===== config.mk =====
export PLATFORM = sky130hd
export DESIGN_NAME = signed_multiplier_controller_flat
export DESIGN_NICKNAME = d
export VERILOG_FILES = /design/src/rtl/signed_multiplier_controller_if.sv /design/src/rtl/signed_multiplier_controller.sv /design/src/flat_wrapper.sv
export SDC_FILE = /design/constraint.sdc
export NUM_CORES = 1
export LEC_CHECK = 0
export ABC_AREA = 1
export CAP_MARGIN = 40
export CELL_PAD_IN_SITES_DETAIL_PLACEMENT = 0
export CELL_PAD_IN_SITES_GLOBAL_PLACEMENT = 1
export CORE_ASPECT_RATIO = 1.5
export CORE_MARGIN = 5
export CORE_UTILIZATION = 33
export DETAILED_ROUTE_END_ITERATION = 7
export GPL_TIMING_DRIVEN = 0
export PLACE_DENSITY_LB_ADDON = 0.2
export SYNTH_ARGS = -nofsm -noshare
export SYNTH_HDL_FRONTEND = slang
export SYNTH_SLANG_ARGS = --single-unit

===== constraint.sdc =====
create_clock -name clk_i -period 1.68 [get_ports clk_i]
set_clock_uncertainty 0.05 [all_clocks]
set_input_delay 0.336 -clock clk_i [delete_from_list [all_inputs] [get_ports clk_i]]
set_output_delay 0.336 -clock clk_i [all_outputs]
set_load 0.02 [all_outputs]

===== src/rtl/signed_multiplier_controller_if.sv =====
// rtl/signed_multiplier_controller_if.sv - operand, result and datapath signals of the signed multiplier controller
// The slave modport is the controller's view and the master modport is its environment.
interface signed_multiplier_controller_if;
  logic        in_valid;
  logic        in_ready;
  logic [7:0]  a;
  logic [7:0]  b;
  logic        out_valid;
  logic        out_ready;
  logic [15:0] product;
  logic        error;
  logic        busy;
  logic        dp_load;
  logic [7:0]  dp_multiplier;
  logic [7:0]  dp_multiplicand;
  logic        dp_done;
  logic [15:0] dp_result;

  modport slave (
    input  in_valid, a, b, out_ready, dp_done, dp_result,
    output in_ready, out_valid, product, error, busy, dp_load, dp_multiplier, dp_multiplicand
  );

  modport master (
    output in_valid, a, b, out_ready, dp_done, dp_result,
    input  in_ready, out_valid, product, error, busy, dp_load, dp_multiplier, dp_multiplicand
  );
endinterface


===== src/rtl/signed_multiplier_controller.sv =====
// rtl/signed_multiplier_controller.sv - signed wrapper around an unsigned shift-add multiplier datapath
// Feeds operand magnitudes to the datapath, restores the sign and guards the wait with a watchdog.
module signed_multiplier_controller #(
  parameter int TIMEOUT_CYCLES = 12
) (
  input  logic                          clk_i,
  input  logic                          rst_ni,
  signed_multiplier_controller_if.slave bus
);

  localparam int WW = $clog2(TIMEOUT_CYCLES + 1);
  localparam logic [WW-1:0] WDOG_LAST = WW'(TIMEOUT_CYCLES - 1);

  typedef enum logic [2:0] {
    S_IDLE,
    S_LOAD,
    S_WAIT,
    S_SETTLE,
    S_DONE
  } state_t;

  state_t        state_q;
  logic [7:0]    mplier_q;
  logic [7:0]    mcand_q;
  logic          neg_q;
  logic [15:0]   product_q;
  logic          error_q;
  logic [WW-1:0] wdog_q;

  always_ff @(posedge clk_i or negedge rst_ni) begin
    if (!rst_ni) begin
      state_q   <= S_IDLE;
      mplier_q  <= '0;
      mcand_q   <= '0;
      neg_q     <= 1'b0;
      product_q <= '0;
      error_q   <= 1'b0;
      wdog_q    <= '0;
    end else begin
      case (state_q)
        S_IDLE: begin
          if (bus.in_valid) begin
            // -128 negates to itself, which is the correct magnitude 0x80
            mplier_q <= bus.a[7] ? (~bus.a + 8'd1) : bus.a;
            mcand_q  <= bus.b[7] ? (~bus.b + 8'd1) : bus.b;
            neg_q    <= bus.a[7] ^ bus.b[7];
            error_q  <= 1'b0;
            state_q  <= S_LOAD;
          end
        end
        S_LOAD: begin
          wdog_q  <= '0;
          state_q <= S_WAIT;
        end
        S_WAIT: begin
          if (bus.dp_done) begin
            state_q <= S_SETTLE;
          end else if (wdog_q == WDOG_LAST) begin
            product_q <= '0;
            error_q   <= 1'b1;
            state_q   <= S_DONE;
          end else begin
            wdog_q <= wdog_q + WW'(1);
          end
        end
        S_SETTLE: begin
          // Result register lands on the edge after done, so it is valid only now
          product_q <= neg_q ? (~bus.dp_result + 16'd1) : bus.dp_result;
          state_q   <= S_DONE;
        end
        S_DONE: begin
          if (bus.out_ready) state_q <= S_IDLE;
        end
        default: state_q <= S_IDLE;
      endcase
    end
  end

  assign bus.in_ready        = (state_q == S_IDLE);
  assign bus.busy            = (state_q != S_IDLE);
  assign bus.out_valid       = (state_q == S_DONE);
  assign bus.dp_load         = (state_q == S_LOAD);
  assign bus.dp_multiplier   = mplier_q;
  assign bus.dp_multiplicand = mcand_q;
  assign bus.product         = product_q;
  assign bus.error           = error_q;

endmodule

===== src/flat_wrapper.sv =====
// flat-port wrapper written by rule: the top's interface ports become plain ports
module signed_multiplier_controller_flat 
#(
  parameter int TIMEOUT_CYCLES = 12
)
  (clk_i, rst_ni, bus_in_valid, bus_a, bus_b, bus_out_ready, bus_dp_done, bus_dp_result, bus_in_ready, bus_out_valid, bus_product, bus_error, bus_busy, bus_dp_load, bus_dp_multiplier, bus_dp_multiplicand);
  signed_multiplier_controller_if bus_i ();
  input  logic clk_i;
  input  logic rst_ni;
  input wire logic [$bits(bus_i.in_valid)-1:0] bus_in_valid;
  input wire logic [$bits(bus_i.a)-1:0] bus_a;
  input wire logic [$bits(bus_i.b)-1:0] bus_b;
  input wire logic [$bits(bus_i.out_ready)-1:0] bus_out_ready;
  input wire logic [$bits(bus_i.dp_done)-1:0] bus_dp_done;
  input wire logic [$bits(bus_i.dp_result)-1:0] bus_dp_result;
  output wire logic [$bits(bus_i.in_ready)-1:0] bus_in_ready;
  output wire logic [$bits(bus_i.out_valid)-1:0] bus_out_valid;
  output wire logic [$bits(bus_i.product)-1:0] bus_product;
  output wire logic [$bits(bus_i.error)-1:0] bus_error;
  output wire logic [$bits(bus_i.busy)-1:0] bus_busy;
  output wire logic [$bits(bus_i.dp_load)-1:0] bus_dp_load;
  output wire logic [$bits(bus_i.dp_multiplier)-1:0] bus_dp_multiplier;
  output wire logic [$bits(bus_i.dp_multiplicand)-1:0] bus_dp_multiplicand;
  assign bus_i.in_valid = bus_in_valid;
  assign bus_i.a = bus_a;
  assign bus_i.b = bus_b;
  assign bus_i.out_ready = bus_out_ready;
  assign bus_i.dp_done = bus_dp_done;
  assign bus_i.dp_result = bus_dp_result;
  assign bus_in_ready = bus_i.in_ready;
  assign bus_out_valid = bus_i.out_valid;
  assign bus_product = bus_i.product;
  assign bus_error = bus_i.error;
  assign bus_busy = bus_i.busy;
  assign bus_dp_load = bus_i.dp_load;
  assign bus_dp_multiplier = bus_i.dp_multiplier;
  assign bus_dp_multiplicand = bus_i.dp_multiplicand;
  signed_multiplier_controller #(.TIMEOUT_CYCLES(TIMEOUT_CYCLES)) u_core (.clk_i(clk_i), .rst_ni(rst_ni), .bus(bus_i));
endmodule

==> After elaboration in Yosys (flattened, before gate mapping) <==
Index checks and enable logic that the tools add are counted.
{ "op_classes": {"n_mux": 18, "n_addsub": 4, "eq_ne": 11, "bitwise": 4, "reduce_logical": 10} }
{ "ops": {"columns": ["operator", "n"], "rows": [
  ["$mux W16", 3],
  ["$pmux W16 S2", 1],
  ["$add A16 B1 Y16 const B", 1],
  ["$add A8 B1 Y8 const B", 2],
  ["$mux W8", 2],
  ["$not A16 Y16", 1],
  ["$not A8 Y8", 2],
  ["$pmux W3 S5", 1],
  ["$mux W3", 4],
  ["$reduce_and A3 Y1", 3],
  ["$mux W4", 2],
  ["$ne A2 B2 Y1 const B", 4],
  ["$pmux W4 S2", 1],
  ["$eq A3 B2 Y1 const B", 2],
  ["$reduce_bool A2 Y1", 3],
  ["$add A4 B1 Y4 const B", 1],
  ["$eq A4 B4 Y1 const B", 1],
  ["$reduce_and A4 Y1", 1],
  ["$eq A3 B1 Y1 const B", 1],
  ["$eq A3 B3 Y1 const B", 1],
  ["$logic_not A3 Y1", 1],
  ["$mux W1", 3],
  ["$ne A3 B2 Y1 const B", 1],
  ["$reduce_bool A3 Y1", 1],
  ["4 further kinds", 4]
]} }
{ "totals": {"elab_cells": 54, "regBits": 41, "in_bits": 37, "output_inout_bits": 37} }

==> Logic depth before layout (Yosys ltp) <==
{ "logic_depth": {"ltp_word": 4, "mapped_depth": 9, "depth_no_buf": 9} }

==> Least setup slack after synthesis <==
Ideal clock, no wire load.
{ "synth_timing": {"path_kind": "register to register", "startpoint": "register u_core.state_q[2]", "endpoint": "register u_core.wdog_q[0]", "arrival_ns": 1.546, "period_less_slack_ns": 1.673, "path_buffers": 0, "t_required_ns": 1.553, "setup_time_ns": 0.077, "path_slack_ns": 0.007, "path_stages_with_launch": 6, "path_cell_list": "dfrtp_1 nor3_1 inv_2 a21oi_2 nand2_1 a21oi_1"} }
{ "synth_between": {"elab_chain_cells": 3, "word_cells_on_any_way": 7, "classes_between": "eq/ne (4); mux (1); reduce/logical (2)"} }
{ "synth_rtl": {"columns": ["element", "line_no", "rtl"], "rows": [
  ["start, declared", "signed_multiplier_controller.sv:22", "state_t state_q;"],
  ["start signal, assigned", "signed_multiplier_controller.sv:32", "state_q <= S_IDLE;"],
  ["start signal, assigned", "signed_multiplier_controller.sv:48", "state_q <= S_LOAD;"],
  ["start signal, assigned", "signed_multiplier_controller.sv:53", "state_q <= S_WAIT;"],
  ["$eq A3 B1 Y1 (*)", null, null],
  ["named net bus_dp_load", "flat_wrapper.sv:21", "output wire logic [$bits(bus_i.dp_load)-1:0] bus_dp_load;"],
  ["$reduce_bool A2 Y1 (no source line)", null, null],
  ["$reduce_and A3 Y1 (no source line)", null, null],
  ["end signal, assigned", "signed_multiplier_controller.sv:63", "wdog_q <= wdog_q + WW'(1);"],
  ["end, declared", "signed_multiplier_controller.sv:28", "logic [WW-1:0] wdog_q;"]
]} }
The timed path passes the listed nets; every way through them passes the cells marked *.
A chain may end at the register's enable or synchronous reset.

==> Worst setup path after layout <==
{ "layout_timing": {"startpoint": "register u_core.product_q[5] (netlist: u_core.bus.product[5])", "endpoint": "output port bus_product[5]"} }
{ "layout_lines": {"columns": ["element", "line_no", "rtl"], "rows": [
  ["start, declared", "signed_multiplier_controller.sv:26", "logic [15:0] product_q;"],
  ["start signal, assigned", "signed_multiplier_controller.sv:68", "product_q <= neg_q ? (~bus.dp_result + 16'd1) : bus.dp_result;"],
  ["end, declared", "flat_wrapper.sv:18", "output wire logic [$bits(bus_i.product)-1:0] bus_product;"]
]} }
No word-level cell between the ends.

==> flow_summary.ini <==
[floorplan]
placeableCoreArea_um2 = 7270
start_util_pct = 33.8
die-height_um = 116
top_level_pins = 74
fp.dieArea_um2 = 9320
std_cell_rows = 38
chipWidth_um = 80.5

[synth]
yosysUniqueCellTypes = 31
synth_top_flop_cell = sky130_fd_sc_hd__dfrtp_1
synth_warnings = 0
synthesis.instances = 348
post_synth_instance_area_um2 = 2460
async_reset_ff_share_pct = 100
postSynthRegisterBits = 41
syn-num-nets = 389
share_of_synthesized_area_occupied_by_flip_flops_and_latches_pct = 41.7
edff_count_synth = 0
synth_area_per_cell_um2 = 7.07

[power_and_ir_drop]
power.static_leakage_nw = 1.94
powerDensity_nw_per_um2 = 1570
max-vdd-ir-drop_v = 0.00123

[layout]
synthToLayoutAreaGrowth_pct = 43.4
final_net_count = 471
nFillCells = 758
diodes = 0
post_layout_nonfiller_instances = 531
drive_above_1_share_pct = 9.98

[global_routing]
globalRouteTotalUtil_pct = 15.4
grt_pass1_wl_um = 11300
grt_pass1_vias = 2472
antenna_violations_before_repair = 0
grt_start_max_net_pins = 34
grt_remaining_overflow = 0

[timing]
rsz0062_at_grt = true
fmax_mhz = 610
worst-slew-pin-transition_ns = 0.493
final_min_period_over_clock_period_pct = 97.6
hold_violations = 0
slew_headroom_pct = 67.1
final_period_minus_worst_setup_slack_ns = 1.64
tns_ns = 0
slew_violations = 0
setup_viol_count_final = 0

[cts]
cts_max_path_buffers = 2
clock_latency_ns = 0.30
clk_pin_slew_worst_paths_ns = 0.09
cts.root.buffer_cell = sky130_fd_sc_hd__clkbuf_8
cts_tree = built
cts_inserted_buffers = 5
cts_htree_levels = 2
clock_sinks = 41

[setup_path]
cp_slowest_stage_delay_ns = 0.60
startpoint_type = flop
worstPathCellList = clkdlybuf4s50_1
path_delay_family = buffers and inverters
worst_path_max_delay_cell = sky130_fd_sc_hd__clkdlybuf4s50_1
timing.critical_path.fanout_max = 2
timing.critical_path.buf_inv = 1
worstSetupEndpointType = output port
criticalPathCategory = flop to output port
r2r_setup_slack_ns = 0.13
arrival_ns = 1.25
cp_data_required_time_ns = 1.29

[outcome]
result_of_the_run = complete, no violations

[place]
dpl.cell_count = 520
place_congestion = 0.797
place_hpwl_um = 5050
placement.io_buffers = 71

[drt]
count_of_vias_placed_by_the_detailed_router = 2408
detail_route.drc_violations = 0
route.detailed.vias_per_inst = 4.53
drt.antenna.violating_nets = 0
detail_route.wirelength_um = 6600
drt_first_pass_iters = 4
wl_per_cell_um = 12.4
detail_route.iter0.violations = 75

[worst_hold_path]
worst_hold_path_type = primary input to asynchronous set/reset pin

[run]
max_cap_viols = 0
## metal layers
layer | up-vias | GRT usage [%] | part of all wire (%)
met2 | 57 | 28.4 | 52
met4 | 0 | 3.72 | 1.1
li1 | 1249 | - | -
met1 | 1097 | 17.7 | 41
met5 | - | 0 | 0
met3 | 5 | 3.73 | 6.0
## final timing paths
| kind | startpoint | end | cells past startpoint |
|---|---|---|---|
| setup / recovery | u_core.bus.product[5] | bus_product[5] | 1 |
| max in group asynchronous | rst_ni | u_core.state_q[2] | 3 |
| min in group clk_i | u_core.bus.product[6] | u_core.bus.product[6] | 2 |
| setup reg to reg | u_core.state_q[0] | u_core.bus.product[4] | 7 |
| hold / removal | rst_ni | u_core.bus.dp_multiplicand[6] | 2 |
| hold reg to reg | u_core.bus.product[6] | u_core.bus.product[6] | 2 |
## stage by stage
stage	setup slack, ns	util [%]	hold WS [ns]	instance area (um^2)	total power, mW
after CTS	-0.000259	47.4	0.382	3450	5.64
after detailed placement	-0.367	45.5	0.168	3310	4.72
after global placement	-0.946	45.3	0.413	3300	4.69
after global routing	-0.0241	48.5	0.410	3530	6.01
final	0.0400	48.5	0.383	3530	5.54
after floorplan	0.00662	-	-0.00959	2460	3.42
## kinds of logic (layout without fill, tap and decap cells)
kind of cell    count (synthesis)  count (layout)  synth area share, %
xor+xnor                        8               8                 2.85
buf+inv                        53             136                 8.90
simple gates                  204             204                 35.7
fa+ha+maj                       4               4                 2.03
compound gates                 38              38                 8.80
flops                          41              41                 41.7
## sequential cells by signal (all words and copies together) (netlist names)
signal	cells
u_core.wdog_q	4
u_core.state_q	3
u_core.bus.error	1
u_core.bus.dp_multiplicand	8
u_core.neg_q	1
u_core.bus.product	16
u_core.bus.dp_multiplier	8
## power by group
part           internal, mW  switching (mW)
Combinational          1.19            1.71
Sequential             1.42           0.259
Clock                 0.591           0.374
## placed cells by master, fill, tap and decap left out, types with 2 or more instances in the layout
master	count
sky130_fd_sc_hd__nor2_4	2
sky130_fd_sc_hd__nor3_1	4
sky130_fd_sc_hd__nor2_2	3
sky130_fd_sc_hd__buf_4	4
sky130_fd_sc_hd__a21oi_1	7
sky130_fd_sc_hd__nor2_1	36
sky130_fd_sc_hd__ha_1	4
sky130_fd_sc_hd__bufinv_16	2
sky130_fd_sc_hd__xor2_1	8
sky130_fd_sc_hd__inv_2	3
sky130_fd_sc_hd__nand2_1	116
sky130_fd_sc_hd__buf_2	5
sky130_fd_sc_hd__clkdlybuf4s50_1	38
sky130_fd_sc_hd__clkbuf_1	4
sky130_fd_sc_hd__buf_6	2
sky130_fd_sc_hd__o21ai_1	12
sky130_fd_sc_hd__nand2_2	3
sky130_fd_sc_hd__inv_4	2
sky130_fd_sc_hd__inv_1	40
sky130_fd_sc_hd__nor3_4	2
sky130_fd_sc_hd__and2_1	2
sky130_fd_sc_hd__nand3_2	2
sky130_fd_sc_hd__dlygate4sd2_1	8
sky130_fd_sc_hd__o21ai_0	13
sky130_fd_sc_hd__nand3_1	31
sky130_fd_sc_hd__dlymetal6s2s_1	20
sky130_fd_sc_hd__dfrtp_1	40
sky130_fd_sc_hd__clkbuf_8	5
## cells in the mapped netlist (5+ instances only)
| library cell | n | area share [%] |
|---|---|---|
| sky130_fd_sc_hd__nand3_1 | 32 | 6.5 |
| sky130_fd_sc_hd__nor3_1 | 5 | 1.0 |
| sky130_fd_sc_hd__nor2_1 | 38 | 5.8 |
| sky130_fd_sc_hd__dfrtp_1 | 41 | 42 |
| sky130_fd_sc_hd__o21ai_1 | 12 | 2.4 |
| sky130_fd_sc_hd__nand2_1 | 117 | 18 |
| sky130_fd_sc_hd__inv_1 | 40 | 6.1 |
| sky130_fd_sc_hd__o21ai_0 | 13 | 2.6 |
| sky130_fd_sc_hd__a21oi_1 | 7 | 1.4 |
| sky130_fd_sc_hd__xor2_1 | 8 | 2.8 |
## cell type report
cell class	instances	area, um^2	share of cell area, %
Tap cell	100	125	3.55
Multi-Input combinational cell	254	1240	35.3
Clock buffer	5	68.8	1.95
Inverter	45	174	4.93
Sequential cell	41	1030	29.1
Buffer	8	47.5	1.35
Clock inverter	3	65.1	1.84
Timing Repair Buffer	75	776	22.0
## timing repair
item	CTS	global route
hold endpoints to repair	8	0
gates cloned	0	0
hold buffers	1	0
setup buffers	1	1
endpoints found under the setup margin	13	32
gates resized for setup	28	27
(Power assumes the default switching activity.)
